<file path="config.mk">
export PLATFORM = sky130hd
export DESIGN_NAME = multicycle_controller
export DESIGN_NICKNAME = d
export VERILOG_FILES = /design/src/rtl/ctrl_pkg.sv /design/src/rtl/mc_state_outputs.sv /design/src/rtl/multicycle_controller.sv
export SDC_FILE = /design/constraint.sdc
export NUM_CORES = 1
export LEC_CHECK = 0
export BUFFER_PORTS_ARGS = -buffer_cell sky130_fd_sc_hd__buf_2
export CORE_MARGIN = 5
export CORE_UTILIZATION = 40
export DETAILED_ROUTE_END_ITERATION = 10
export GPL_TIMING_DRIVEN = 0
export PLACE_DENSITY = 0.67
export SYNTH_ARGS = -nofsm -noshare
export SYNTH_HDL_FRONTEND = slang
export SYNTH_HIERARCHICAL = 1
export SYNTH_SLANG_ARGS = --single-unit
</file>
<file path="constraint.sdc">
create_clock -name clk -period 2.7 [get_ports clk]
set_input_delay 0.27 -clock clk [delete_from_list [all_inputs] [get_ports clk]]
set_output_delay 0.27 -clock clk [all_outputs]
set_load 0.02 [all_outputs]
</file>
<file path="src/rtl/ctrl_pkg.sv">
// ---------------------------------------------------------------------------
// ctrl_pkg
//   Shared encodings for the multicycle RV32I controller: FSM state type,
//   opcode constants, datapath mux-select constants, the per-state control
//   word, and small opcode helper functions.
// ---------------------------------------------------------------------------
package ctrl_pkg;

    typedef enum logic [3:0] {
        S_FETCH     = 4'd0,
        S_DECODE    = 4'd1,
        S_MEMADR    = 4'd2,
        S_MEMREAD   = 4'd3,
        S_MEMWB     = 4'd4,
        S_MEMWRITE  = 4'd5,
        S_EXECR     = 4'd6,
        S_EXECI     = 4'd7,
        S_ALUWB     = 4'd8,
        S_BEQ       = 4'd9,
        S_JAL       = 4'd10,
        S_JALR_LINK = 4'd11,
        S_JALR_JUMP = 4'd12
    } state_t;

    // Opcodes of the supported instruction classes
    localparam logic [6:0] OP_LW   = 7'b0000011;
    localparam logic [6:0] OP_SW   = 7'b0100011;
    localparam logic [6:0] OP_R    = 7'b0110011;
    localparam logic [6:0] OP_I    = 7'b0010011;
    localparam logic [6:0] OP_BEQ  = 7'b1100011;
    localparam logic [6:0] OP_JAL  = 7'b1101111;
    localparam logic [6:0] OP_JALR = 7'b1100111;

    // Result mux
    localparam logic [1:0] RES_ALUOUT    = 2'b00;
    localparam logic [1:0] RES_MEMDATA   = 2'b01;
    localparam logic [1:0] RES_ALURESULT = 2'b10;

    // ALU operand A mux
    localparam logic [1:0] SRCA_PC    = 2'b00;
    localparam logic [1:0] SRCA_OLDPC = 2'b01;
    localparam logic [1:0] SRCA_RS1   = 2'b10;

    // ALU operand B mux
    localparam logic [1:0] SRCB_RS2  = 2'b00;
    localparam logic [1:0] SRCB_IMM  = 2'b01;
    localparam logic [1:0] SRCB_FOUR = 2'b10;

    // Immediate format
    localparam logic [1:0] IMM_I = 2'b00;
    localparam logic [1:0] IMM_S = 2'b01;
    localparam logic [1:0] IMM_B = 2'b10;
    localparam logic [1:0] IMM_J = 2'b11;

    // ALU operation class handed to the ALU decoder
    localparam logic [1:0] ALU_ADD   = 2'b00;
    localparam logic [1:0] ALU_SUB   = 2'b01;
    localparam logic [1:0] ALU_FUNCT = 2'b10;

    // Raw per-state control word; handshake/flag qualification is applied
    // in the top level.
    typedef struct packed {
        logic       mem_req;
        logic       adrsrc;
        logic       irwrite;
        logic       pcwrite;
        logic       memwrite;
        logic       regwrite;
        logic [1:0] resultsrc;
        logic [1:0] alusrca;
        logic [1:0] alusrcb;
        logic [1:0] aluop;
    } ctrl_t;

    localparam ctrl_t CTRL_IDLE = '0;

    // Immediate format implied by an opcode; formats without an immediate
    // (R-type, unsupported) fall back to I.
    function automatic logic [1:0] imm_src_of(input logic [6:0] op);
        case (op)
            OP_SW:   return IMM_S;
            OP_BEQ:  return IMM_B;
            OP_JAL:  return IMM_J;
            default: return IMM_I;
        endcase
    endfunction

    function automatic logic op_supported(input logic [6:0] op);
        case (op)
            OP_LW, OP_SW, OP_R, OP_I, OP_BEQ, OP_JAL, OP_JALR: return 1'b1;
            default:                                           return 1'b0;
        endcase
    endfunction

endpackage

</file>
<file path="src/rtl/mc_state_outputs.sv">
// ---------------------------------------------------------------------------
// mc_state_outputs
//   Pure combinational state -> control-word table for the multicycle
//   controller.
//   Ports:
//     state      in   current FSM state
//     ctrl       out  unqualified control word for that state
//     gate_ready out  irwrite/pcwrite of this state wait for mem_ready
//     gate_zero  out  pcwrite of this state is conditional on the zero flag
// ---------------------------------------------------------------------------
module mc_state_outputs
    import ctrl_pkg::*;
(
    input  state_t state,
    output ctrl_t  ctrl,
    output logic   gate_ready,
    output logic   gate_zero
);

    always_comb begin
        // NOTE: every output gets a default before the case so no path
        // through the block leaves a value unassigned (no latch inferred).
        ctrl       = CTRL_IDLE;
        gate_ready = 1'b0;
        gate_zero  = 1'b0;

        case (state)
            S_FETCH: begin
                ctrl.mem_req   = 1'b1;
                ctrl.irwrite   = 1'b1;
                ctrl.pcwrite   = 1'b1;
                ctrl.alusrca   = SRCA_PC;
                ctrl.alusrcb   = SRCB_FOUR;
                ctrl.aluop     = ALU_ADD;
                ctrl.resultsrc = RES_ALURESULT;
                gate_ready     = 1'b1;
            end
            S_DECODE: begin
                // Branch/jal target oldPC+imm is precomputed into ALUOut
                ctrl.alusrca = SRCA_OLDPC;
                ctrl.alusrcb = SRCB_IMM;
                ctrl.aluop   = ALU_ADD;
            end
            S_MEMADR: begin
                ctrl.alusrca = SRCA_RS1;
                ctrl.alusrcb = SRCB_IMM;
                ctrl.aluop   = ALU_ADD;
            end
            S_MEMREAD: begin
                ctrl.mem_req   = 1'b1;
                ctrl.adrsrc    = 1'b1;
                ctrl.resultsrc = RES_ALUOUT;
            end
            S_MEMWB: begin
                ctrl.resultsrc = RES_MEMDATA;
                ctrl.regwrite  = 1'b1;
            end
            S_MEMWRITE: begin
                // Strobe stays up for the whole wait, memory samples it on ready
                ctrl.mem_req  = 1'b1;
                ctrl.adrsrc   = 1'b1;
                ctrl.memwrite = 1'b1;
            end
            S_EXECR: begin
                ctrl.alusrca = SRCA_RS1;
                ctrl.alusrcb = SRCB_RS2;
                ctrl.aluop   = ALU_FUNCT;
            end
            S_EXECI: begin
                ctrl.alusrca = SRCA_RS1;
                ctrl.alusrcb = SRCB_IMM;
                ctrl.aluop   = ALU_FUNCT;
            end
            S_ALUWB: begin
                ctrl.resultsrc = RES_ALUOUT;
                ctrl.regwrite  = 1'b1;
            end
            S_BEQ: begin
                ctrl.alusrca   = SRCA_RS1;
                ctrl.alusrcb   = SRCB_RS2;
                ctrl.aluop     = ALU_SUB;
                ctrl.resultsrc = RES_ALUOUT;
                ctrl.pcwrite   = 1'b1;
                gate_zero      = 1'b1;
            end
            S_JAL: begin
                // PC <- target held in ALUOut; ALU forms oldPC+4 for the link
                ctrl.alusrca   = SRCA_OLDPC;
                ctrl.alusrcb   = SRCB_FOUR;
                ctrl.aluop     = ALU_ADD;
                ctrl.resultsrc = RES_ALUOUT;
                ctrl.pcwrite   = 1'b1;
            end
            S_JALR_LINK: begin
                // Link is written first; rs1 is already captured in A
                ctrl.alusrca   = SRCA_OLDPC;
                ctrl.alusrcb   = SRCB_FOUR;
                ctrl.resultsrc = RES_ALURESULT;
                ctrl.regwrite  = 1'b1;
            end
            S_JALR_JUMP: begin
                ctrl.alusrca   = SRCA_RS1;
                ctrl.alusrcb   = SRCB_IMM;
                ctrl.resultsrc = RES_ALURESULT;
                ctrl.pcwrite   = 1'b1;
            end
            default: begin
                ctrl       = CTRL_IDLE;
                gate_ready = 1'b0;
                gate_zero  = 1'b0;
            end
        endcase
    end

endmodule

</file>
<file path="src/rtl/multicycle_controller.sv">
// ---------------------------------------------------------------------------
// multicycle_controller
//   Sequencing FSM for the multicycle RV32I core (shared ALU, unified
//   memory). Steps instructions through fetch/decode/execute/memory/
//   writeback and drives every datapath select and write enable.
//   Ports:
//     clk, rst               clock; asynchronous active-high reset
//     op                     opcode from the instruction register
//     zero                   ALU zero flag (beq)
//     mem_ready              memory completes the current access this cycle
//     mem_req, adrsrc        memory request and address select
//     irwrite, pcwrite       IR/oldPC and PC load enables
//     memwrite, regwrite     data memory / register file write enables
//     resultsrc, alusrca,
//     alusrcb, immsrc, aluop datapath selects
//     illegal_op             pulse when DECODE sees an unsupported opcode
// ---------------------------------------------------------------------------
module multicycle_controller
    import ctrl_pkg::*;
(
    input  logic       clk,
    input  logic       rst,
    input  logic [6:0] op,
    input  logic       zero,
    input  logic       mem_ready,
    output logic       mem_req,
    output logic       adrsrc,
    output logic       irwrite,
    output logic       pcwrite,
    output logic       memwrite,
    output logic       regwrite,
    output logic [1:0] resultsrc,
    output logic [1:0] alusrca,
    output logic [1:0] alusrcb,
    output logic [1:0] immsrc,
    output logic [1:0] aluop,
    output logic       illegal_op
);

    state_t state_q, state_d;
    ctrl_t  ctrl_raw;
    logic   gate_ready;
    logic   gate_zero;
    logic   qual;
    logic   live;

    always_comb begin
        state_d = S_FETCH;
        case (state_q)
            S_FETCH:    state_d = mem_ready ? S_DECODE : S_FETCH;
            S_DECODE: begin
                case (op)
                    OP_LW, OP_SW: state_d = S_MEMADR;
                    OP_R:         state_d = S_EXECR;
                    OP_I:         state_d = S_EXECI;
                    OP_BEQ:       state_d = S_BEQ;
                    OP_JAL:       state_d = S_JAL;
                    OP_JALR:      state_d = S_JALR_LINK;
                    default:      state_d = S_FETCH;   // unsupported: skip
                endcase
            end
            S_MEMADR: begin
                case (op)
                    OP_LW:   state_d = S_MEMREAD;
                    OP_SW:   state_d = S_MEMWRITE;
                    default: state_d = S_FETCH;
                endcase
            end
            S_MEMREAD:   state_d = mem_ready ? S_MEMWB : S_MEMREAD;
            S_MEMWB:     state_d = S_FETCH;
            S_MEMWRITE:  state_d = mem_ready ? S_FETCH : S_MEMWRITE;
            S_EXECR:     state_d = S_ALUWB;
            S_EXECI:     state_d = S_ALUWB;
            S_ALUWB:     state_d = S_FETCH;
            S_BEQ:       state_d = S_FETCH;
            S_JAL:       state_d = S_ALUWB;
            S_JALR_LINK: state_d = S_JALR_JUMP;
            S_JALR_JUMP: state_d = S_FETCH;
            default:     state_d = S_FETCH;
        endcase
    end

    // NOTE: sequential state uses non-blocking assignment so every flop
    // samples pre-edge values regardless of evaluation order.
    always_ff @(posedge clk or posedge rst) begin
        if (rst) begin
            state_q <= S_FETCH;
        end else begin
            state_q <= state_d;
        end
    end

    mc_state_outputs u_outputs (
        .state      (state_q),
        .ctrl       (ctrl_raw),
        .gate_ready (gate_ready),
        .gate_zero  (gate_zero)
    );

    // Reset blanks the control word directly so a write in flight drops in
    // the same cycle reset rises, without waiting for a clock edge.
    assign live = ~rst;
    assign qual = (~gate_ready | mem_ready) & (~gate_zero | zero);

    assign mem_req    = live & ctrl_raw.mem_req;
    assign adrsrc     = live & ctrl_raw.adrsrc;
    assign irwrite    = live & ctrl_raw.irwrite & qual;
    assign pcwrite    = live & ctrl_raw.pcwrite & qual;
    assign memwrite   = live & ctrl_raw.memwrite;
    assign regwrite   = live & ctrl_raw.regwrite;
    assign resultsrc  = live ? ctrl_raw.resultsrc : 2'b00;
    assign alusrca    = live ? ctrl_raw.alusrca   : 2'b00;
    assign alusrcb    = live ? ctrl_raw.alusrcb   : 2'b00;
    assign aluop      = live ? ctrl_raw.aluop     : 2'b00;
    assign immsrc     = imm_src_of(op);
    assign illegal_op = live & (state_q == S_DECODE) & ~op_supported(op);

endmodule

</file>
Yosys cells after proc, flatten, opt, wreduce, memory -nomap -nowiden
Index checks and enable logic that the tools add are counted.
- equal/unequal tests: 19
- bitwise operators: 17
- reduce and logical (&&, ||, !) cells: 13
- multiplexer cells: 22
- operators with widths (kind ; number):
    $pmux W4 S7 ; 1
    $pmux W4 S6 ; 1
    $eq A7 B7 Y1 const B ; 3
    $eq A4 B4 Y1 const B ; 5
    $pmux W4 S5 ; 1
    $eq A4 B3 Y1 const B ; 4
    $reduce_or A3 Y1 ; 5
    $eq A7 B6 Y1 const B ; 2
    $and A1 B1 Y1 ; 11
    $reduce_or A2 Y1 ; 5
    $mux W1 ; 9
    $eq A4 B2 Y1 const B ; 2
    $mux W2 ; 4
    $pmux W2 S2 ; 2
    $eq A7 B2 Y1 const B ; 1
    $eq A7 B5 Y1 const B ; 1
    $reduce_or A7 Y1 ; 1
    $mux W3 ; 2
    $pmux W2 S3 ; 1
    $pmux W3 S2 ; 1
    $eq A4 B1 Y1 const B ; 1
    $logic_not A4 Y1 ; 1
    $not A1 Y1 ; 4
    $reduce_or A4 Y1 ; 1
    $or A1 B1 Y1 ; 2
- output and inout port bits: 17
- logic and storage cells: 72
- flip-flop bits (word level): 4
- bits of input ports: 11

Logic depth before layout (Yosys ltp)
- depth in word-level cells: 6
- gate-level depth with buffers: 5
- depth with buffers taken out: 4

Cells and area by module
Netlist, hierarchy kept.
- by module, submodules not included (module ; cells an instance ; area each (µm²) ; sequential area each (µm²) ; times used):
    multicycle_controller ; 67 ; 510.5 ; 100.1 ; 1
    mc_state_outputs ; 36 ; 267.8 ; 0.0 ; 1

Least setup slack after synthesis
OpenSTA, ideal clock, no wires.
- path kind: reg2out
- start: register state_q[1]
- end: output illegal_op
- stages on the path, launching flop included: 5
- data required time: 2.430 ns
- path slack: 0.816 ns
- path buffers: 1
- arrival: 1.614 ns
- path through: dfrtp_1 -> buf_2 -> nor2b_1 -> nand2_1 -> nor4b_1
- word-level cells in the longest chain between the ends: 3
- ends and longest elaborated chain (element ; RTL line ; RTL):
    start, declared ; multicycle_controller.sv:40 ; state_t state_q, state_d;
    start signal, assigned ; multicycle_controller.sv:89 ; state_q <= state_d;
    $eq A4 B1 Y1 ; multicycle_controller.sv:116 ; assign illegal_op = live & (state_q == S_DECODE) & ~op_supported(op);
    $and A1 B1 Y1 (2 in series) ; multicycle_controller.sv:116 ;
    end, declared ; multicycle_controller.sv:37 ; output logic illegal_op
No other way between the ends.

Worst setup path after layout
- start: register state_q[2]
- end: output irwrite
- word-level cells in the longest chain between the ends: 6
- elaborated cells between the ends (all ways): 11
- those cells by class: eq/ne (1); mux (2); bitwise (7); reduce/logical (1)
- ends and longest elaborated chain (element ; RTL line ; RTL):
    $logic_not A4 Y1 (*) ; mc_state_outputs.sv:27 ; case (state)
    $mux W1 (*) ; mc_state_outputs.sv:27 ;
    net gate_ready ; multicycle_controller.sv:42 ; logic gate_ready;
    $not A1 Y1 ; multicycle_controller.sv:103 ; assign qual = (~gate_ready | mem_ready) & (~gate_zero | zero);
    $or A1 B1 Y1 ; multicycle_controller.sv:103 ;
    $and A1 B1 Y1 ; multicycle_controller.sv:103 ;
    $and A1 B1 Y1 (*) ; multicycle_controller.sv:107 ; assign irwrite = live & ctrl_raw.irwrite & qual;
    end, declared ; multicycle_controller.sv:28 ; output logic irwrite,
The timed path passes the listed nets; every way through them passes the cells marked *.

==> impl_metrics.yaml <==
clock_network:
  cts_hold_buf: 0
  cts_resized: 0
  clock_path_buffers: 2
  cts_setup_buffers: 0
  ctsHtreeMaxLevel: 1
  cts_buffers: 3
  cts_sinks: 4
  clock_latency_ns: 0.24
  clkTransAtPathRegs_ns: 0.04
  cts_tree: "yes"
  root_buffer: "clkbuf_4"
power_and_ir_drop:
  power_leakage_nw: 0.4556
  powerDensity_nw_per_um2: 255.2
  ir_worst_vdd_mv: 0.1841
die:
  initial_core_util_pct: 40.92
  die_w_um: 54.11
  coreArea_um2: 1902
  dieArea_um2: 2928
  die_h_um: 54.11
  num_rows: 16
  io_pins: 28
logic_synthesis:
  syn_area_um2: 778.2
  ys_seq_area_share_pct: 12.86
  yosysTopAreaCell: "dfrtp_1"
  synth_top_area_share_pct: 12.86
  netlist_instances: 103
  syn-num-nets: 114
  netlist-cell-type-count: 42
  synth_async_sr_flop_share_pct: 100.0
  synth-edff-count: 0
  yosysMostFrequentCell: "nor2b_1"
  ys.flop_type: "dfrtp_1"
  avgSynthCellArea_um2: 7.556
  ys_warn_count: 6
  synthTopCellsByCount: "nor2b_1, nand3_1, nor2_1"
  netlist_top_cells_area: "dfrtp_1, nor2b_1, nor4b_1"
  synth_seq_cells: 4
placement:
  gp_congestion: 0.8140
  dpl.hpwl_um: 1466
  io_buffers: 27
sta:
  worst-slew-pin-transition_ns: 0.4052
  finalCritPeriodShare_pct: 78.37
  tns_ns: 0
  relSlewSlack_pct: 72.98
  rsz0062_at_grt: "false"
  max_freq_mhz: 472.6
  slew_violations: 0
  fin_crit_ns: 2.116
  final_hold_viol_count: 0
  finClkSkew_ns: 0.001733
  finalSetupViolations: 0
  whs_ns: 0.2158
drt:
  drtAntennaViolNets: 0
  post_drt_wl_per_cell_um: 11.58
  vias_per_cell: 5.219
  route.detailed.drc: 0
  num_vias: 835
  firstDrtPassIters: 4
  drtIter0Drc: 10
  routed_wl_um: 1852
final_layout:
  drive_gt1_share_pct: 33.83
  area_delta_synth_final_pct: 24.60
  nFillCells: 190
  fin_nets: 146
  diodes: 0
  reg_top3: "state_q x4"
  largest_reg_flops: 4
  top_register: "state_q"
critical_path:
  crit_path_max_fanout: 10
  setup.worst_path.class: "register to output pin"
  r2r_slack_ns: 1.08
  reg2reg_depth: 5
  r2r_start: "state_q[2]"
  crit_path_end_kind: "output pin"
  worstReg2RegEnd: "state_q[0]"
  critPathRequiredTime_ns: 2.43
  setup.worst_path.start_class: "register"
  arrival_ns: 1.85
grt:
  grt-ovfl-total: 0
  grt_pass1_vias: 692
  grt_first_pass_wirelength_um: 2980
  antenna_found_initial: 0
  globalRouteTotalUtil_pct: 13.85
  grt_max_degree: 14
run:
  maxCapViolations: 0
hold_path:
  hp-class: "input port to asynchronous set/reset pin"
status:
  outcome: "completed"
[metrics by stage]
step	cells	utilization [%]	setup WS, ns	total power [mW]	instance area (um2)
global route	160	50.99	0.4585	0.2602	969.7
global placement	157	49.80	0.8527	0.1679	947.2
CTS	160	50.99	0.5709	0.2467	969.7
finish	160	50.99	0.5840	0.2474	969.7
floorplan	103	-	0.8163	0.1383	778.2
detailed placement	157	49.80	0.8216	0.1707	947.2
[cell usage in the layout, fill, tap and decap left out, types with 2 or more instances in the layout]
| cell | count |
|---|---|
| a21oi_1 | 5 |
| and2_1 | 2 |
| and4bb_2 | 2 |
| buf_2 | 30 |
| buf_6 | 2 |
| clkbuf_1 | 2 |
| clkbuf_4 | 3 |
| dfrtp_1 | 4 |
| inv_1 | 5 |
| nand2_1 | 3 |
| nand3_1 | 6 |
| nand4b_1 | 3 |
| nand4bb_1 | 2 |
| nor2_1 | 6 |
| nor2b_1 | 15 |
| nor3b_1 | 2 |
| nor4b_1 | 4 |
| o211ai_1 | 3 |
| o21ai_0 | 2 |
| o22ai_1 | 2 |
| or3_1 | 3 |
| or3b_1 | 2 |
| or4_4 | 2 |
| xnor2_1 | 2 |
| xor2_1 | 3 |
[final cells by class]
| class | instances | area (um2) | area share, % |
|---|---|---|---|
| plain buffers | 8 | 52.55 | 5.419 |
| clock buffers | 3 | 22.52 | 2.323 |
| inverters | 5 | 18.77 | 1.935 |
| multi-input cells | 86 | 606.8 | 62.58 |
| flip-flops and latches | 4 | 100.1 | 10.32 |
| well taps | 27 | 33.78 | 3.484 |
| repair buffers | 27 | 135.1 | 13.94 |
[layer usage]
metal / GRT usage, % / wire length [um] / part of all wire, % / vias up
met5: 0 / 0 / 0 / -
met4: 7.469 / 29 / 1.6 / 0
met3: 1.939 / 138 / 7.5 / 4
met2: 24.19 / 897 / 48 / 26
met1: 16.12 / 786 / 42 / 366
li1: - / - / - / 439
[power breakdown]
| group | total, mW | switching [mW] | internal (mW) | leakage, nW |
|---|---|---|---|---|
| combinational | 0.102 | 0.0561 | 0.0456 | 0.387 |
| clock | 0.0785 | 0.0286 | 0.0500 | 0.0138 |
| sequential | 0.0672 | 0.00508 | 0.0621 | 0.0543 |
| total | 0.247 | 0.0897 | 0.158 | 0.456 |
[critical path, stage by stage (launching register included)]
cell and delay, ns:
dfrtp_1 0.42, buf_6 0.16, or4_4 0.54, inv_1 0.09, a221oi_1 0.09, and2_1 0.16, buf_2 0.15
[logic make-up (layout without fill, tap and decap cells)]
kind of cell	count (synthesis)	in the layout	synth area share, %
simple gates	65	65	59.17
compound gates	16	16	13.18
buf+inv	13	43	9.164
xor+xnor	5	5	5.628
flops	4	4	12.86
[worst max path at each step]
stage / from / endpoint / slack, ns / depth (start not counted)
finish: state_q[2] / irwrite / 0.58 / 6
global route: state_q[0] / alusrca[0] / 0.46 / 5
CTS: state_q[2] / irwrite / 0.57 / 6
detailed placement: state_q[2] / irwrite / 0.82 / 6
global placement: state_q[2] / pcwrite / 0.85 / 6
floorplan: state_q[1] / illegal_op / 0.82 / 4
Power figures use the tool's default switching activity.
